## src/rtl/lsu_pkg.sv

```systemverilog
// Shared types for the MEM-stage load/store unit: FSM state encoding,
// funct3 access-size constants and a size decode helper.
package lsu_pkg;

  typedef enum logic [1:0] {
    IDLE = 2'd0,
    REQ  = 2'd1,
    WAIT = 2'd2,
    DONE = 2'd3
  } lsu_state_e;

  localparam logic [2:0] F3_B  = 3'b000;
  localparam logic [2:0] F3_H  = 3'b001;
  localparam logic [2:0] F3_W  = 3'b010;
  localparam logic [2:0] F3_BU = 3'b100;
  localparam logic [2:0] F3_HU = 3'b101;

  localparam logic [1:0] SZ_B = 2'b00;
  localparam logic [1:0] SZ_H = 2'b01;
  localparam logic [1:0] SZ_W = 2'b10;

  // Undefined encodings (011, 110, 111) behave as full-word accesses.
  function automatic logic [1:0] f3_size(input logic [2:0] f3);
    case (f3)
      F3_B, F3_BU: return SZ_B;
      F3_H, F3_HU: return SZ_H;
      F3_W:        return SZ_W;
      default:     return SZ_W;
    endcase
  endfunction

endpackage

```

## src/rtl/lsu_align.sv

```systemverilog
// Combinational byte-lane logic: store byte enables / lane replication and
// load lane extraction with sign or zero extension.
module lsu_align
  import lsu_pkg::*;
(
  input  logic [2:0]  i_funct3,
  input  logic [1:0]  i_addr_lo,
  input  logic [31:0] i_store_data,
  input  logic [31:0] i_rdata,
  output logic [3:0]  o_be,
  output logic [31:0] o_wdata,
  output logic [31:0] o_load_data
);

  logic [7:0]  w_byte;
  logic [15:0] w_half;
  logic        w_signed;

  always_comb begin
    w_byte = 8'h00;
    case (i_addr_lo)
      2'd0: w_byte = i_rdata[7:0];
      2'd1: w_byte = i_rdata[15:8];
      2'd2: w_byte = i_rdata[23:16];
      2'd3: w_byte = i_rdata[31:24];
      default: w_byte = 8'h00;
    endcase
  end

  // Halfword lane uses only a[1]; a stray a[0] is truncated.
  assign w_half   = i_addr_lo[1] ? i_rdata[31:16] : i_rdata[15:0];
  assign w_signed = ~i_funct3[2];

  always_comb begin
    o_be        = 4'b1111;
    o_wdata     = i_store_data;
    o_load_data = i_rdata;
    case (f3_size(i_funct3))
      SZ_B: begin
        o_be        = 4'b0001 << i_addr_lo;
        o_wdata     = {4{i_store_data[7:0]}};
        o_load_data = {{24{w_signed & w_byte[7]}}, w_byte};
      end
      SZ_H: begin
        o_be        = 4'b0011 << {i_addr_lo[1], 1'b0};
        o_wdata     = {2{i_store_data[15:0]}};
        o_load_data = {{16{w_signed & w_half[15]}}, w_half};
      end
      default: begin
        o_be        = 4'b1111;
        o_wdata     = i_store_data;
        o_load_data = i_rdata;
      end
    endcase
  end

endmodule

```

## src/rtl/mem_stage_lsu.sv

```systemverilog
// MEM-stage load/store unit: req/gnt/rvalid bus FSM with pipeline stall.
// Define LSU_MISALIGN_TRAP_EN to trap misaligned H/W accesses instead of truncating.
module mem_stage_lsu
  import lsu_pkg::*;
#(
  parameter int ADDR_W = 32,
  parameter int DATA_W = 32
) (
  input  logic              clk,
  input  logic              reset,
  input  logic              Mem_Read_In,
  input  logic              Mem_Write_In,
  input  logic [2:0]        Funct3_In,
  input  logic [ADDR_W-1:0] ALU_Result_In,
  input  logic [DATA_W-1:0] Write_Data_In,
  output logic              Stall_Out,
  output logic [DATA_W-1:0] Load_Data_Out,
  output logic              Load_Valid_Out,
  output logic              Misalign_Out,
  output logic              dmem_req,
  output logic              dmem_we,
  output logic [ADDR_W-1:0] dmem_addr,
  output logic [3:0]        dmem_be,
  output logic [DATA_W-1:0] dmem_wdata,
  input  logic              dmem_gnt,
  input  logic              dmem_rvalid,
  input  logic [DATA_W-1:0] dmem_rdata
);

  lsu_state_e        r_state;
  logic              r_load_valid;
  logic              r_misalign;
  logic [DATA_W-1:0] r_load_data;

  logic              w_access;
  logic              w_is_load;
  logic              w_misalign;
  logic              w_in_req;
  logic [3:0]        w_be;
  logic [DATA_W-1:0] w_wdata;
  logic [DATA_W-1:0] w_load_ext;

  // A simultaneous read and write request is serviced as a load.
  assign w_access  = Mem_Read_In | Mem_Write_In;
  assign w_is_load = Mem_Read_In;
  assign w_in_req  = (r_state == REQ);

`ifdef LSU_MISALIGN_TRAP_EN
  logic [1:0] w_size;
  assign w_size     = f3_size(Funct3_In);
  assign w_misalign = ((w_size == SZ_H) && ALU_Result_In[0]) ||
                      ((w_size == SZ_W) && (ALU_Result_In[1:0] != 2'b00));
`else
  assign w_misalign = 1'b0;
`endif

  lsu_align u_align (
    .i_funct3     (Funct3_In),
    .i_addr_lo    (ALU_Result_In[1:0]),
    .i_store_data (Write_Data_In),
    .i_rdata      (dmem_rdata),
    .o_be         (w_be),
    .o_wdata      (w_wdata),
    .o_load_data  (w_load_ext)
  );

  always_ff @(posedge clk) begin
    if (!reset) begin
      r_state      <= IDLE;
      r_load_valid <= 1'b0;
      r_misalign   <= 1'b0;
      r_load_data  <= '0;
    end else begin
      r_load_valid <= 1'b0;
      r_misalign   <= 1'b0;
      case (r_state)
        IDLE: begin
          if (w_access) begin
            if (w_misalign) begin
              r_state    <= DONE;
              r_misalign <= 1'b1;
            end else begin
              r_state <= REQ;
            end
          end
        end
        REQ: begin
          if (dmem_gnt) begin
            if (!w_is_load) begin
              r_state <= DONE;
            end else if (dmem_rvalid) begin
              r_load_data  <= w_load_ext;
              r_load_valid <= 1'b1;
              r_state      <= DONE;
            end else begin
              r_state <= WAIT;
            end
          end
        end
        WAIT: begin
          if (dmem_rvalid) begin
            r_load_data  <= w_load_ext;
            r_load_valid <= 1'b1;
            r_state      <= DONE;
          end
        end
        DONE:    r_state <= IDLE;
        default: r_state <= IDLE;
      endcase
    end
  end

  // Stall drops in DONE so EX/MEM advances at the end of that cycle.
  assign Stall_Out = ((r_state == IDLE) && w_access) || (r_state == REQ) || (r_state == WAIT);

  assign Load_Data_Out  = r_load_data;
  assign Load_Valid_Out = r_load_valid;
  assign Misalign_Out   = r_misalign;

  // Bus fields are only driven while a request is outstanding.
  assign dmem_req   = w_in_req;
  assign dmem_we    = w_in_req & ~w_is_load;
  assign dmem_addr  = w_in_req ? {ALU_Result_In[ADDR_W-1:2], 2'b00} : '0;
  assign dmem_be    = w_in_req ? w_be : 4'b0000;
  assign dmem_wdata = w_in_req ? w_wdata : '0;

endmodule
```

## config.mk

```make
export PLATFORM = sky130hd
export DESIGN_NAME = mem_stage_lsu
export DESIGN_NICKNAME = d
export VERILOG_FILES = /design/src/rtl/lsu_pkg.sv /design/src/rtl/lsu_align.sv /design/src/rtl/mem_stage_lsu.sv
export SDC_FILE = /design/constraint.sdc
export NUM_CORES = 1
export LEC_CHECK = 0
export CAP_MARGIN = 5
export CORE_AREA = 2 2 82 84
export DETAILED_ROUTE_END_ITERATION = 12
export DIE_AREA = 0 0 84 86
export DONT_BUFFER_PORTS = 1
export PLACE_DENSITY = 0.62
export SYNTH_ARGS = -nofsm -noshare
export SYNTH_HDL_FRONTEND = slang
export SYNTH_SLANG_ARGS = --single-unit
export TNS_END_PERCENT = 10
```

## constraint.sdc

```tcl
create_clock -name clk -period 3.3 [get_ports clk]
set_input_delay 0.66 -clock clk [delete_from_list [all_inputs] [get_ports clk]]
set_output_delay 0.66 -clock clk [all_outputs]
set_load 0.01 [all_outputs]
```

==> Word level (Yosys, flattened, before mapping) <==
Cells that the tools add are included.
{ "classes": {"n_shift": 2, "mux": 23, "n_eq_ne": 14, "reduce_logical": 12, "bitwise": 6} }
{ "op_table": {"columns": ["op", "count"], "rows": [
  ["$pmux W32 S2", 3],
  ["$mux W32", 5],
  ["$pmux W8 S4", 1],
  ["$mux W16", 1],
  ["$eq A2 B2 Y1 const B", 4],
  ["$ne A2 B2 Y1 const B", 4],
  ["$pmux W2 S4", 1],
  ["$pmux W4 S2", 1],
  ["$eq A2 B1 Y1 const B", 3],
  ["$eq A3 B3 Y1 const B", 2],
  ["$logic_not A2 Y1", 3],
  ["$mux W2", 3],
  ["$reduce_and A3 Y1", 2],
  ["$mux W1", 5],
  ["$mux W4", 1],
  ["$pmux W2 S2", 1],
  ["$reduce_or A2 Y1", 2],
  ["$shl A1 B2 Y4 const A", 1],
  ["$shl A2 B2 Y4 const A", 1],
  ["$and A1 B1 Y1", 3],
  ["$eq A3 B1 Y1 const B", 1],
  ["$logic_not A3 Y1", 1],
  ["$logic_or A1 B1 Y1", 2],
  ["$not A1 Y1", 2],
  ["other kinds (4)", 4]
]} }
{ "word_totals": {"inputBits": 105, "register_bits": 35, "out_inout_bits": 105, "wordCells": 60} }

==> Longest topological paths before layout <==
Gate-level depths: netlist of run 1.
{ "depth": {"word_depth": 9, "mapped_depth": 8, "ltp_nobuf": 6} }

==> By module <==
A second synthesis of run 1 with hierarchy kept.
{ "hier_totals": {"hier_cells": 446, "area_unflattened_um2": 3415.8} }
{ "modules_own_cells": {"columns": ["module", "cells_each", "seq_area_each_um2", "area_per_inst_um2", "instances"], "rows": [
  ["mem_stage_lsu", 262, 700.7, 2089.5, 1],
  ["lsu_align", 184, 0.0, 1326.3, 1]
]} }

==> Worst setup path before layout of run 1 <==
No wires, ideal clock.
{ "synth_path": {"path_kind": "input to output", "start": "input port Funct3_In[1]", "end": "output port dmem_be[1]", "path_buffers": 4, "arrival_ps": 1682, "stages": 5, "t_required_ps": 2640, "setup_slack_ps": 958, "path_cell_list": "buf_2 -> buf_2 -> buf_4 -> clkbuf_1 -> o21a_1"} }
{ "synth_via": {"elab_chain_cells": 6, "word_cells_on_any_way": 11, "classes_between": "4 x eq/ne; 3 x mux; 4 x reduce/logical"} }
{ "synth_lines": {"columns": ["item", "line", "rtl"], "rows": [
  ["from (decl)", "mem_stage_lsu.sv:13", "input logic [2:0] Funct3_In,"],
  ["$eq A3 B1 Y1, or another cell as far along", "lsu_pkg.sv:24", "case (f3)"],
  ["$reduce_or A2 Y1", "lsu_pkg.sv:24", null],
  ["$pmux W2 S2 (*)", "lsu_pkg.sv:24", null],
  ["$eq A2 B1 Y1 or $logic_not A2 Y1 (tied branches)", "lsu_align.sv:38", "case (f3_size(i_funct3))"],
  ["$pmux W4 S2 (*)", "lsu_align.sv:38", null],
  ["$mux W4 (*)", "mem_stage_lsu.sv:124", "assign dmem_be = w_in_req ? w_be : 4'b0000;"],
  ["to (decl)", "mem_stage_lsu.sv:23", "output logic [3:0] dmem_be,"]
]} }
Every way passes the cells marked *; elsewhere a longest branch is shown, timed or not.

==> Worst setup path after layout of run 1 <==
{ "layout_path": {"start": "register r_state[1]", "end": "output port dmem_wdata[23]"} }
{ "layout_via": {"elab_chain_cells": 2} }
{ "layout_lines": {"columns": ["item", "line", "rtl"], "rows": [
  ["from (decl)", "mem_stage_lsu.sv:30", "lsu_state_e r_state;"],
  ["from (signal assigned)", "mem_stage_lsu.sv:69", "r_state <= IDLE;"],
  ["from (signal assigned)", "mem_stage_lsu.sv:80", "r_state <= DONE;"],
  ["from (signal assigned)", "mem_stage_lsu.sv:83", "r_state <= REQ;"],
  ["$eq A2 B1 Y1", "mem_stage_lsu.sv:46", "assign w_in_req = (r_state == REQ);"],
  ["named net dmem_req", "mem_stage_lsu.sv:20", "output logic dmem_req,"],
  ["$mux W32", "mem_stage_lsu.sv:125", "assign dmem_wdata = w_in_req ? w_wdata : '0;"],
  ["to (decl)", "mem_stage_lsu.sv:24", "output logic [DATA_W-1:0] dmem_wdata,"]
]} }
The timed path passes the listed nets, and every way through them passes these cells.

==> results of run 1 <==
## area by class of cell
| class | instances | share of cell area |
|---|---|---|
| clock inverter | 1 | 0.001867 |
| sequential | 35 | 0.2614 |
| inverter | 7 | 0.009804 |
| multi-input combinational | 277 | 0.6489 |
| clock buffer | 6 | 0.03081 |
| timing repair buffer | 4 | 0.01120 |
| tap | 77 | 0.03595 |
## flip-flops by register name, indices dropped and copies added, names as in the netlist
register        count
Load_Valid_Out      1
Load_Data_Out      32
r_state             2
## metal layers
metal / share of wire / vias to the layer above / track usage
met3: 0.11 / 10 / 0.09143
li1: - / 1185 / -
met2: 0.51 / 139 / 0.4087
met1: 0.37 / 1134 / 0.2482
met5: 0 / - / 0
met4: 0.013 / 0 / 0.05718
## logic make-up after synthesis
family | Yosys count
compound gates | 109
fa+ha+maj | 4
buf+inv | 42
flops | 35
mux | 27
other cells | 1
simple gates | 134
## through the flow
stage	instance area [um^2]	setup slack (ns)	total power, mW
detailed placement	2592	0.9154	1.456
global route	2680	0.4907	1.872
CTS	2680	0.6540	1.768
global placement	2592	1.006	1.438
finish	2680	0.6734	1.752
floorplan	2615	0.9579	1.321
## worst paths after layout
path,endpoint,slack [ns],cells past startpoint
min,r_state[0],0.51,2
max,dmem_wdata[23],0.67,4
max reg2reg,Load_Data_Out[21],0.90,7
min reg2reg,Load_Data_Out[3],0.53,2
## cell usage in the layout (no fill, tap or decap), types with 4 or more instances in the layout
cell      instances
a21boi_1          8
nor2_1            6
clkbuf_8          6
a22oi_1           9
mux2i_1          24
dfxtp_1          35
o21ai_0          32
a31oi_1          24
inv_1             6
a22o_1            8
o22ai_1           7
buf_4             4
and2_1           46
nor2b_1          13
o221ai_1          7
nand2_1          58
## power groups by stage
stage | sequential (mW) | clock (mW) | combinational [mW]
2_1_floorplan | 0.591 | 0 | 0.731
3_3_place_gp | 0.611 | 0 | 0.827
3_5_place_dp | 0.614 | 0 | 0.842
4_1_cts | 0.604 | 0.318 | 0.846
5_1_grt | 0.613 | 0.339 | 0.919
6_report | 0.602 | 0.312 | 0.839
## worst max-delay path, cell delays in order (launching register included)
cell and delay [ns]:
dfxtp_1 0.33, inv_1 0.11, ha_2 0.68, buf_4 0.30, nor2b_1 0.26
==> metrics.csv, run 1 <==
metric,value,unit
final WL,8819,um
Cells after DPL,400,
skew final,0.003464,ns
multiplexer share of the synthesized area,0.1051,
die width,84,um
Adder-Cell Fraction of Synth Area,0.01919,
Synth area leaders,"dfxtp_1, and2_1, mux2i_1, nand2_1, o21ai_0",
Mapped Avg Cell Area,7.408,um^2
xor/xnor share of the synthesized area,0,
initial antenna violation count,0,
distinct cell type count after synthesis,38,
# setup viols final,0,
fmax,380.7,MHz
Net Switching,0.7746,mW
fin crit share,0.7959,
Crit Path Max Fanout,54,
Worst-path clk slew,0.07,ns
simple-gate area share of the yosys netlist,0.2610,
synth-to-layout area growth,2.783,%
layout cells sized above 1,0.04848,
Comb power frac,0.479,
Worst Tran Pin Value,0.7308,ns
post-layout util,0.4269,
GP Congestion,0.9305,
CP Class,flip-flop to primary output,
synthesized area,0.002608,mm^2
Mapped Cells,352,
core area,0.006277,mm^2
Initial Util,0.4154,
largest family of logic cells by synthesized area,compound AO/OA/AOI/OAI gates,
WL/cell,21.67,um
Post-synth top cells,"nand2_1, and2_1, dfxtp_1, o21ai_0",
Post-DP HPWL,6768,um
post-CTS sizing,0,
YS warnings,0,
worst min-delay path category,input pin to flip-flop,
Post-CTS Hold Fix Bufs,0,
die height,86,um
# diodes,0,
area occupied by multi-input gates,0.001739,mm^2
R2R Path Start,r_state[1],
Final TNS setup,0,ns
Synth async-reset ratio,0,
Setup crit end kind,primary output,
vias in the first global route,2232,
status,"finished, final reports clean",
Sequential Power Share,0.343,
Power Internal,0.9776,mW
fin nets,439,
clk buf depth,2,
Row Count,29,
most frequent cell after synthesis,nand2_1,
Worst EP required,2.64,ns
die area,0.007224,mm^2
fin crit period,2.627,ns
postcts setup bufs,0,
CTS root buf,clkbuf_8,
Sequential cell area,700.7,um^2
maxcap violations,0,
post-synthesis sequential area ratio,0.2687,
Synth top area share,0.2687,
Iteration-0 DRC Markers,111,
Clock Sinks,35,
All-Layer GR Usage,0.2264,
WHS,0.5054,ns
PortBufs,0,
Clock power frac,0.178,
Initial DRT Pass Iterations,5,
PD cells,653.8,mW/mm^2
Synth area leader,dfxtp_1,
"Top FF cell, synth",dfxtp_1,
peak supply drop,461.4,uV
Routed Antenna Nets,0,
Worst Setup SP,r_state[1],
compound-gate portion of the synthesized area,0.2721,
fin cells,407,
filler instances,648,
leakage power,1.052,nW
RSZ-0062 raised after global routing,no,
number of placed I/O pins,210,
Slew Limit Fails,0,
largest net degree at the start of global routing,63,
H-tree Lvls,2,
Switching Share,0.4421,
final hold violations,0,
number of synthesized flops with an enable pin,0,
Num CTS Buffers,5,
CTS tree,built,
Arrival @ worst endpoint,1.97,ns
DR vias/cell,6.064,
global-route wire length before repair,12970,um
DRC,0,
#FFs+latches synth,35,
Setup crit start kind,flip-flop,
Worst-Skew Late Latency,0.28,ns
Rel. slew slack,0.5128,
vias,2468,
hold_sp,reset,
grt ovf,0,
(Power assumes the default switching activity.)
==> inputs of run 2 (changes only) <==
==> constraint.sdc (replaced) <==
create_clock -name clk -period 2.43 [get_ports clk]
set_input_delay 0.486 -clock clk [delete_from_list [all_inputs] [get_ports clk]]
set_output_delay 0.486 -clock clk [all_outputs]
set_load 0.01 [all_outputs]
==> run 2 against run 1 <==
Sequential power grew 36%. Hold slack lost 0.20 ns. Clock power grew 78%. Largest cell class unchanged.
==> metrics.csv, run 2 (synthesized netlist as in run 1, its figures left out) <==
metric,value,unit,change
status,"finished, final reports clean",,
Initial Util,0.4154,,unchanged
clk buf depth,2,,unchanged
WHS,0.3068,ns,-0.1986 ns
area occupied by multi-input gates,0.001739,mm^2,unchanged
Num CTS Buffers,5,,unchanged
"worst slack, placed",0.5213,ns,-0.3941 ns
global-route wire length before repair,13040,um,+0.59%
layout cells sized above 1,0.05422,,+0.005732
# setup viols final,0,,unchanged
Worst EP required,1.94,ns,-0.70 ns
Total Power,2.550,mW,+46%
peak supply drop,547.2,uV,+19%
# diodes,0,,unchanged
max reg flops,32,,unchanged
worst setup margin,0.1677,ns,-0.5057 ns
largest net degree at the start of global routing,63,,unchanged
Reg-to-Reg End,Load_Data_Out[15],,
fin crit period,2.262,ns,
fin crit share,0.9310,,
Rel. slew slack,0.4451,,-0.06765
RSZ-0062 raised after global routing,no,,
grt ovf,0,,unchanged
initial antenna violation count,0,,unchanged
Worst R2R Setup Slack,0.54,ns,-0.36 ns
final hold violations,0,,unchanged
worst reg-to-reg path cell count,7,,unchanged
fin cells,409,,+0.49%
Worst-Skew Late Latency,0.29,ns,about the same
vias in the first global route,2334,,+4.6%
Worst Tran Pin Value,0.8305,ns,+0.09968 ns
Cells after DPL,401,,+0.25%
"commonest non-fill, non-tap cells in the layout","nand2_1, and2_1, dfxtp_1",,
CTS root buf,clkbuf_8,,
maxcap violations,0,,unchanged
Worst Setup SP,r_state[1],,
worst min-delay path category,input pin to flip-flop,,
DR vias/cell,6.142,,+1.3%
Clock Sinks,35,,unchanged
fin nets,440,,+0.23%
H-tree Lvls,2,,unchanged
vias,2512,,+1.8%
PD cells,929.8,mW/mm^2,+42%
skew final,0.003130,ns,-0.0003338 ns
die width,84,um,unchanged
Post-CTS Hold Fix Bufs,0,,unchanged
Slew Limit Fails,0,,unchanged
Worst-path clk slew,0.07,ns,about the same
CP endpoint,dmem_wdata[12],,
DRC,0,,unchanged
All-Layer GR Usage,0.2293,,+0.002841
final WL,8924,um,+1.2%
Initial DRT Pass Iterations,4,,-1
hold path cells,2,,unchanged
die area,0.007224,mm^2,unchanged
GP Congestion,0.8962,,-3.7%
die height,86,um,unchanged
"most common cell after layout, fill and taps aside",nand2_1,,
number of placed I/O pins,210,,unchanged
CTS tree,built,,
R2R Path Start,r_state[1],,
Crit Path Max Fanout,50,,-7.4%
Setup crit end kind,primary output,,
leakage power,1.077,nW,+2.4%
PortBufs,0,,unchanged
core area,0.006277,mm^2,unchanged
Arrival @ worst endpoint,1.78,ns,-0.19 ns
fmax,442.0,MHz,
Iteration-0 DRC Markers,150,,+35%
filler instances,656,,+1.2%
CP Class,flip-flop to primary output,,
Row Count,29,,unchanged
post-CTS sizing,0,,unchanged
Post-DP HPWL,6746,um,-0.31%
postcts setup bufs,0,,unchanged
Sequential cell area,700.7,um^2,unchanged
synth-to-layout area growth,5.182,%,
Setup crit start kind,flip-flop,,
Final TNS setup,0,ns,unchanged
WL/cell,21.82,um,+0.70%
Routed Antenna Nets,0,,unchanged
run 2: changes by cell type in the layout (fill, tap and decap cells not counted):
cell | previous run | this run
bufinv_16 | 0 | 1
buf_12 | 0 | 2
buf_4 | 4 | 3
run 2: area by class of cell:
type | count | area share
multi-input cells | 277 | 0.6341
flip-flops and latches | 35 | 0.2555
well taps | 77 | 0.03513
clock buffers | 6 | 0.03011
repair buffers | 5 | 0.02281
clock inverters | 2 | 0.01277
inverters | 7 | 0.009580
run 2: metrics by stage:
stage | instance area, um^2 | util
6_report | 2743 | 0.4369
5_1_grt | 2743 | 0.4369
4_1_cts | 2743 | 0.4369
3_5_place_dp | 2625 | 0.4182
3_3_place_gp | 2625 | 0.4182
2_1_floorplan | 2615 | -
run 2: metal layers:
layer,vias to the layer above,routed length (um),GRT usage,share of wire
met1,1163,3341,0.2601,0.37
met4,0,221,0.08798,0.025
met3,16,840,0.07315,0.094
met5,-,0,0,0
li1,1195,-,-,-
met2,138,4520,0.4029,0.51
run 2: worst min-delay path by stage:
| stage | start | end | slack [ns] |
|---|---|---|---|
| final | reset | r_state[0] | 0.31 |
| after global routing | reset | Load_Data_Out[28] | 0.32 |
| after CTS | reset | r_state[0] | 0.30 |
| after detailed placement | Load_Data_Out[2] | Load_Data_Out[2] | 0.51 |
| after global placement | Load_Data_Out[2] | Load_Data_Out[2] | 0.51 |
| after floorplan | Load_Data_Out[0] | Load_Data_Out[0] | 0.49 |
run 2: where the power goes:
group / internal [mW] / switching [mW] / leakage [nW]
Sequential: 0.692 / 0.127 / 0.285
Combinational: 0.445 / 0.731 / 0.732
Clock: 0.332 / 0.224 / 0.0612
run 2: critical path, cell delays in order, from the launching register on:
cell	delay, ns
dfxtp_1	0.34
inv_1	0.11
ha_2	0.43
buf_12	0.24
a21boi_1	0.35
==> inputs of run 3 (changes only) <==
--- a/config.mk
+++ b/config.mk
@@ -11,6 +11,7 @@
 export DIE_AREA = 0 0 84 86
 export DONT_BUFFER_PORTS = 1
 export PLACE_DENSITY = 0.62
+export SETUP_SLACK_MARGIN = 0.1
 export SYNTH_ARGS = -nofsm -noshare
 export SYNTH_HDL_FRONTEND = slang
 export SYNTH_SLANG_ARGS = --single-unit
==> run 3 against run 2 <==
Power up 0.89%. Highest routed layer unchanged. Flip-flop and latch count stayed put. Sequential power is 0.5% higher. Critical path type unchanged. Via count fell by 0.64%. Utilization grew 0.16 points. Non-clock buffer count unchanged. Final area is 0.36% higher. Hold slack lost 0.0026 ns. First-iteration DRC count unchanged. Worst setup slack improved by 0.14 ns. Die area unchanged.
==> metrics.csv, run 3 (synthesized netlist as in run 1, its figures left out) <==
metric,value,unit,change
status,"finished, final reports clean",,
Crit Path Max Fanout,50,,unchanged
fin crit period,2.124,ns,-0.1388 ns
postcts setup bufs,0,,unchanged
vias,2496,,-0.64%
max reg flops,32,,unchanged
CP Class,flip-flop to primary output,,
largest net degree at the start of global routing,63,,unchanged
GR peak layer,met2,,
PortBufs,0,,unchanged
vias in the first global route,2334,,unchanged
grt ovf,0,,unchanged
die width,84,um,unchanged
die height,86,um,unchanged
clk buf depth,2,,unchanged
Rel. slew slack,0.4450,,about the same
leakage power,1.079,nW,+0.17%
fmax,470.9,MHz,+6.5%
met1 usage,0.2601,,unchanged
global-route met2 utilization,0.4029,,unchanged
area occupied by multi-input gates,0.001749,mm^2,+0.58%
Setup crit start kind,flip-flop,,
Worst EP required,1.94,ns,about the same
Num CTS Buffers,5,,unchanged
Sequential cell area,700.7,um^2,unchanged
final instance area,0.002753,mm^2,+0.36%
Setup crit end kind,primary output,,
final WL,8922,um,about the same
Worst-Skew Late Latency,0.29,ns,about the same
DP Area,0.002625,mm^2,unchanged
global-route wire length before repair,13040,um,unchanged
fin nets,440,,unchanged
met3 GRT Util,0.07315,,unchanged
Arrival @ worst endpoint,1.64,ns,-0.14 ns
worst min-delay path category,input pin to flip-flop,,
Iteration-0 DRC Markers,150,,unchanged
number of placed I/O pins,210,,unchanged
Row Count,29,,unchanged
# setup viols final,0,,unchanged
synth-to-layout area growth,5.566,%,
skew final,0.004529,ns,+0.001399 ns
All-Layer GR Usage,0.2293,,unchanged
peak supply drop,548.8,uV,+0.29%
PD cells,934.6,mW/mm^2,+0.52%
final hold violations,0,,unchanged
Initial Util,0.4154,,unchanged
filler instances,655,,-0.15%
Final TNS setup,0,ns,unchanged
fin crit share,0.8739,,-0.05712
Worst Tran Pin Value,0.8307,ns,+0.0002382 ns
Slew Limit Fails,0,,unchanged
"commonest non-fill, non-tap cells in the layout","nand2_1, and2_1, dfxtp_1",,
die area,0.007224,mm^2,unchanged
RSZ-0062 raised after global routing,no,,
CTS root buf,clkbuf_8,,
DRC,0,,unchanged
Clock Sinks,35,,unchanged
Worst-path clk slew,0.07,ns,about the same
Routed Antenna Nets,0,,unchanged
Post-DP HPWL,6746,um,unchanged
initial antenna violation count,0,,unchanged
Initial DRT Pass Iterations,4,,unchanged
DR vias/cell,6.103,,-0.64%
CTS tree,built,,
GP Congestion,0.8962,,unchanged
H-tree Lvls,2,,unchanged
WL/cell,21.81,um,about the same
# diodes,0,,unchanged
"most common cell after layout, fill and taps aside",nand2_1,,
maxcap violations,0,,unchanged
core area,0.006277,mm^2,unchanged
layout cells sized above 1,0.05422,,unchanged
run 3: cell count changes in the layout (fill, tap and decap cells not counted):
cell	change
ha_2	-1
ha_4	+1
run 3: timing repair:
action | 4_1_cts | 5_1_grt
gates resized for setup | 0 | 1
hold buffers | 0 | 0
setup endpoints to repair | 0 | 5
run 3: final timing paths:
check	from	end	slack [ns]	depth (start not counted)
min reg2reg	Load_Data_Out[3]	Load_Data_Out[3]	0.52	2
max reg2reg	r_state[0]	r_state[0]	0.60	5
max	r_state[1]	dmem_wdata[12]	0.31	4
min	reset	r_state[0]	0.30	2
run 3: layout make-up:
| class | instances | area share |
|---|---|---|
| clock inverters | 2 | 0.01273 |
| clock buffers | 6 | 0.03000 |
| well taps | 77 | 0.03500 |
| flip-flops and latches | 35 | 0.2545 |
| inverters | 7 | 0.009545 |
| repair buffers | 5 | 0.02273 |
| multi-input cells | 277 | 0.6355 |
run 3: worst max-delay path: stages (launching register included):
cell and delay [ns]:
dfxtp_1 0.34, inv_1 0.14, ha_4 0.29, buf_12 0.22, a21boi_1 0.34
run 3: routing by layer:
layer	up-vias	wire, um
met2	140	4506
met4	0	220
met5	-	0
li1	1190	-
met1	1150	3341
met3	16	855
run 3: per-stage QoR:
| stage | util | hold WS [ns] | power [mW] | std cells | setup slack, ns |
|---|---|---|---|---|---|
| 2_1_floorplan | - | 0.4911 | 1.794 | 354 | 0.4359 |
| 3_3_place_gp | 0.4182 | 0.5125 | 1.994 | 401 | 0.5633 |
| 3_5_place_dp | 0.4182 | 0.5112 | 2.008 | 401 | 0.5213 |
| 4_1_cts | 0.4369 | 0.2970 | 2.569 | 409 | 0.1937 |
| 5_1_grt | 0.4385 | 0.3218 | 2.724 | 409 | 0.2325 |
| 6_report | 0.4385 | 0.3042 | 2.573 | 409 | 0.3065 |
run 3: power breakdown:
part | internal, mW | leakage (nW) | switching, mW
Sequential | 0.691 | 0.285 | 0.130
Clock | 0.332 | 0.0612 | 0.225
Combinational | 0.458 | 0.733 | 0.736
Total | 1.48 | 1.08 | 1.09
==> edit 1 (flow settings as in run 2) <==
Add a define of `LSU_MISALIGN_TRAP_EN`.
--- a/src/rtl/mem_stage_lsu.sv
+++ b/src/rtl/mem_stage_lsu.sv
@@ -1,5 +1,7 @@
 // MEM-stage load/store unit: req/gnt/rvalid bus FSM with pipeline stall.
 // Define LSU_MISALIGN_TRAP_EN to trap misaligned H/W accesses instead of truncating.
+`define LSU_MISALIGN_TRAP_EN
+
 module mem_stage_lsu
   import lsu_pkg::*;
 #(
Check against the original RTL: not equivalent (Yosys sat finds a counterexample within 4 cycles, from zero or initial values and one cycle with reset low).
==> edit 1 against run 2 <==
  * Area after synthesis is 3.2% higher
  * Clock power is 5.0% lower
  * Total power is 4.7% lower
  * Design area is 3.9% higher
  * Wire length is 4.4% lower
  * Worst setup slack better by 0.095 ns
  * Sequential cell count is 1 higher
  * Worst hold slack better by 0.014 ns
  * Clock skew is 0.0033 ns higher
  * Critical path type unchanged
  * Critical endpoint is now dmem_wdata[14]
  * Largest cell class unchanged
  * Highest routed layer unchanged
==> edit 1: results (changes against run 2) <==
worst_setup_path:
  worstRegToRegCells: 6  # -1
  reg2reg_slack_ns: 0.58  # +0.04 ns
  crit_slowest_cell: "a21boi_0"
  critPathArrivalTime_ns: 1.68  # -0.10 ns
  path_delay_family: "compound AO/OA/AOI/OAI gates"
  endpoint: "dmem_wdata[14]"
  r2r_end: "Load_Data_Out[2]$_SDFFE_PN0P_"
  cp_max_fo: 66  # +32%
grt:
  grt_pass1_wl_um: 12600  # -3.2%
  globalRouteTotalUtil: 0.217  # -0.0124
  grt_pass1_vias: 2274  # -2.6%
  grt_max_degree: 67  # +6.3%
status:
  outcome: "finished, final reports clean"
timing:
  hold-worst-slack_ns: 0.321  # +0.0139 ns
  worst_slew_pin_slew_ns: 0.543  # -0.287 ns
  skew_ns: 0.00644  # +0.00331 ns
placement:
  place_congestion: 0.804  # -10%
  hpwl_um: 6350  # -5.9%
power:
  leakage_nw: 1.19  # +10%
worst_hold_path:
  min_to: "Load_Valid_Out$_SDFF_PN0_"
  worstHoldStart: "dmem_rvalid"
clock_tree:
  postCtsSetupRepairBufs: 0  # unchanged
synthesis:
  synth.yosys.seq_area_share: 0.268  # -0.000932
  synth.distinct_cells: 39  # +2.6%
  ys_top_cells_by_count: "nand2_1 (58), and2_1 (38), dfxtp_1 (36)"
  synthTopCellsByArea: "dfxtp_1 (27%), mux2i_1 (9.7%), and2_1 (8.8%)"
route:
  dr.first_iter.drc_count: 196  # +31%
  via_per_inst: 6.08  # -1.0%
  wl_met2_um: 3990  # -12%
  wl_met3_um: 934  # +11%
  routed_wirelength_um: 8530  # -4.4%
  wl_met1_um: 3480  # +4.0%
cells_and_area:
  post_route_cells_drive_above_1_share: 0.0838  # +0.0296
  largest_register_ffs: 32  # unchanged
  nets: 441  # +0.23%
-- edit 1: per-stage QoR --
stage	instances	cell area, sq um	worst slack, ns	power [mW]
6_report	411	2850	0.263	2.43
5_1_grt	411	2850	0.135	2.58
4_1_cts	411	2850	0.249	2.45
3_5_place_dp	403	2740	0.559	1.92
3_3_place_gp	403	2740	0.568	1.90
2_1_floorplan	351	2700	0.283	1.74
-- edit 1: power by group --
part	total [mW]	switching, mW	internal (mW)
clock	0.528	0.225	0.304
combinational	1.03	0.625	0.404
sequential	0.873	0.147	0.726
-- edit 1: area by class of cell --
class	count	area, sq um
fill	650	3430
sequential	36	721
multi-input combinational	275	1810
clock buffer	5	68.8
tap	77	96.3
clock inverter	3	42.5
inverter	8	30.0
timing repair buffer	7	77.6
-- edit 1: layer usage --
layer / track usage / vias up
met5: 0 / -
met4: 0.0601 / 0
met1: 0.280 / 1139
met2: 0.342 / 141
li1: - / 1208
met3: 0.0808 / 10
-- edit 1: cells by family (layout without fill, tap and decap cells) --
kind of cell    count (synthesis)  after routing  share of synthesized area
flops                          36             36                      0.268
simple gates                  136            136                      0.247
mux                            27             27                      0.105
fa+ha+maj                       3              3                     0.0139
other cells                     1              2                    0.00139
compound gates                107            107                      0.300
buf+inv                        40             23                     0.0651
-- edit 1: worst register-to-register path, cell delays in order, from the launching register on --
cell and delay [ns]:
dfxtp_1 0.34, inv_1 0.09, ha_2 0.28, nand3_1 0.23, a21oi_4 0.35, nand2_1 0.26
o22ai_1 0.22
==> edit 2 (config.mk and constraints of run 2) <==
Without the edit above. Encoding of `lsu_state_e`: now Gray code (2 bits for 4 states).
--- a/src/rtl/lsu_pkg.sv
+++ b/src/rtl/lsu_pkg.sv
@@ -3,10 +3,10 @@
 package lsu_pkg;
 
   typedef enum logic [1:0] {
-    IDLE = 2'd0,
-    REQ  = 2'd1,
-    WAIT = 2'd2,
-    DONE = 2'd3
+    IDLE = 2'b00,
+    REQ  = 2'b01,
+    WAIT = 2'b11,
+    DONE = 2'b10
   } lsu_state_e;
 
   localparam logic [2:0] F3_B  = 3'b000;
Function: same outputs for any inputs over 10 cycles, from zero or initial values and one cycle with reset low; not proved beyond that.
==> edit 2 against run 2 <==
  * Core utilization rose by 0.62 points
  * Count of clock-buffer cells in the layout is the same
  * Worst setup slack improved by 0.096 ns
  * Maximum frequency up 4.4%
  * Die area stayed put
  * Sequential share of layout area is 0.36 points lower
  * Design area up 1.4%
  * Highest routed layer unchanged
  * Sequential cell count unchanged
  * Critical path depth fell by 1
  * Wire length grew 11%
  * Area after synthesis is 1.6% higher
  * Via count down 0.76%
Power is not compared: it rests on default switching activity, and its combinational part moved more than twofold at a synthesized area within 25%.
==> edit 2: results (changes against run 2) <==
clock_tree:
  cts.clk_slew.worst_paths_ns: 0.07  # about the same
  clk_latency_ns: 0.29  # about the same
  postCtsSetupRepairBufs: 0  # unchanged
  clock_path_buffers: 2  # unchanged
  clockRootBuffer: "clkbuf_8"
  cts_made_buffers: 5  # unchanged
  ctsResizeCount: 0  # unchanged
  cts_htree_levels: 2  # unchanged
placement:
  place_congestion: 0.856  # -4.5%
  dp_cells: 395  # -1.5%
  dpl_worst_slack_ns: 0.588  # +0.0669 ns
  hpwl_um: 7810  # +16%
  io_buffers: 0  # unchanged
power:
  ir_drop_v: 0.000407
  power_switching_mw: 0.456
  leakage_nw: 1.06
cells_and_area:
  nets: 430  # -2.3%
  post_route_cells_drive_above_1_share: 0.117  # +0.0623
  n_fill_cell: 629  # -4.1%
  largest_register_ffs: 32  # unchanged
  antenna_cells: 0  # unchanged
synthesis:
  ys_top_cells_by_count: "nand2_1 (51), and2_1 (38), dfxtp_1 (35)"
  synth.yosys.seq_area_share: 0.264  # -0.00431
  synthTopCellsByArea: "dfxtp_1 (26%), and2_1 (9.0%), mux2i_1 (8.7%)"
  synth-async-reset-ratio: 0  # unchanged
  yosysWarnings: 0  # unchanged
  synth.distinct_cells: 39  # +2.6%
  synth_cells: 342  # -2.8%
route:
  first_pass_iters: 4  # unchanged
  routed_wirelength_um: 9950  # +11%
  via_per_inst: 6.19  # +0.72%
  post_drt_wl_per_cell_um: 24.7  # +13%
  dr.first_iter.drc_count: 222  # +48%
worst_setup_path:
  cp_max_fo: 39  # -22%
  critPathArrivalTime_ns: 1.68  # -0.10 ns
worst_hold_path:
  hp-class: "input pin to flop"
grt:
  grt_pass1_vias: 2293  # -1.8%
  grt_max_degree: 61  # -3.2%
  grt_pass1_wl_um: 13900  # +6.7%
  grt_antenna_before_repair: 0  # unchanged
  globalRouteTotalUtil: 0.252  # +0.0232
timing:
  relSlewSlack: 0.498  # +0.0527
  skew_ns: 0.0108  # +0.00770 ns
  setup_viol: 0  # unchanged
status:
  outcome: "finished, final reports clean"
[edit 2: cell types whose count changed after synthesis, sizes merged, moves of 2 or more]
cell,change
a21boi,-9
nand2,-7
clkbuf,-2
nor2,+27
nor2b,-12
ha,-4
inv,-4
a21oi,+17
o21ai,-7
and2,-8
o21a,-2
buf,+2
[edit 2: logic make-up after synthesis]
logic type	synth area share
AO/OA/AOI/OAI	0.318
multiplexers	0.104
AND/OR/NAND/NOR	0.239
buffers and inverters	0.0727
other	0.00142
flip-flops	0.264
[edit 2: worst max-delay path: stages, from the launching register on]
cell,delay [ns]
dfxtp_1,0.35
nand2b_1,0.17
inv_1,0.55
and2_1,0.32
[edit 2: area by class of cell]
cell class | count | area [sq um] | share of cell area
Multi-Input combinational cell | 270 | 1770 | 0.637
Sequential cell | 35 | 701 | 0.252
Tap cell | 77 | 96.3 | 0.0346
Clock buffer | 6 | 82.6 | 0.0297
Timing Repair Buffer | 9 | 80.1 | 0.0288
Clock inverter | 2 | 35.0 | 0.0126
Inverter | 4 | 15.0 | 0.00540
[edit 2: stage by stage]
step           cell area, sq um  power [mW]
3_5_place_dp               2660       0.979
5_1_grt                    2780        1.57
3_3_place_gp               2660       0.976
4_1_cts                    2780        1.52
2_1_floorplan              2660       0.949
6_report                   2780        1.52
[edit 2: worst paths after layout]
kind | end | startpoint | slack (ns) | depth (start not counted)
max | dmem_wdata[1] | r_state[1]$_SDFFE_PN0P_ | 0.26 | 3
min reg2reg | r_state[1]$_SDFFE_PN0P_ | r_state[0]$_SDFFE_PN0P_ | 0.50 | 1
max reg2reg | Load_Data_Out[28]$_SDFFE_PN0P_ | r_state[1]$_SDFFE_PN0P_ | 1.07 | 5
min | Load_Data_Out[21]$_SDFFE_PN0P_ | reset | 0.33 | 2
[edit 2: power groups by stage]
| stage | clock network (mW) | logic (mW) | registers (mW) |
|---|---|---|---|
| 6_report | 0.548 | 0.343 | 0.625 |
| 5_1_grt | 0.574 | 0.368 | 0.628 |
| 4_1_cts | 0.552 | 0.342 | 0.626 |
| 3_5_place_dp | 0 | 0.340 | 0.639 |
| 3_3_place_gp | 0 | 0.337 | 0.639 |
| 2_1_floorplan | 0 | 0.317 | 0.632 |
[edit 2: layer usage]
metal / global-route usage / vias up / routed length [um]
li1: - / 1169 / -
met1: 0.319 / 1170 / 4130
met2: 0.400 / 144 / 4630
met3: 0.102 / 10 / 1070
met4: 0.0689 / 0 / 115
met5: 0 / - / 0
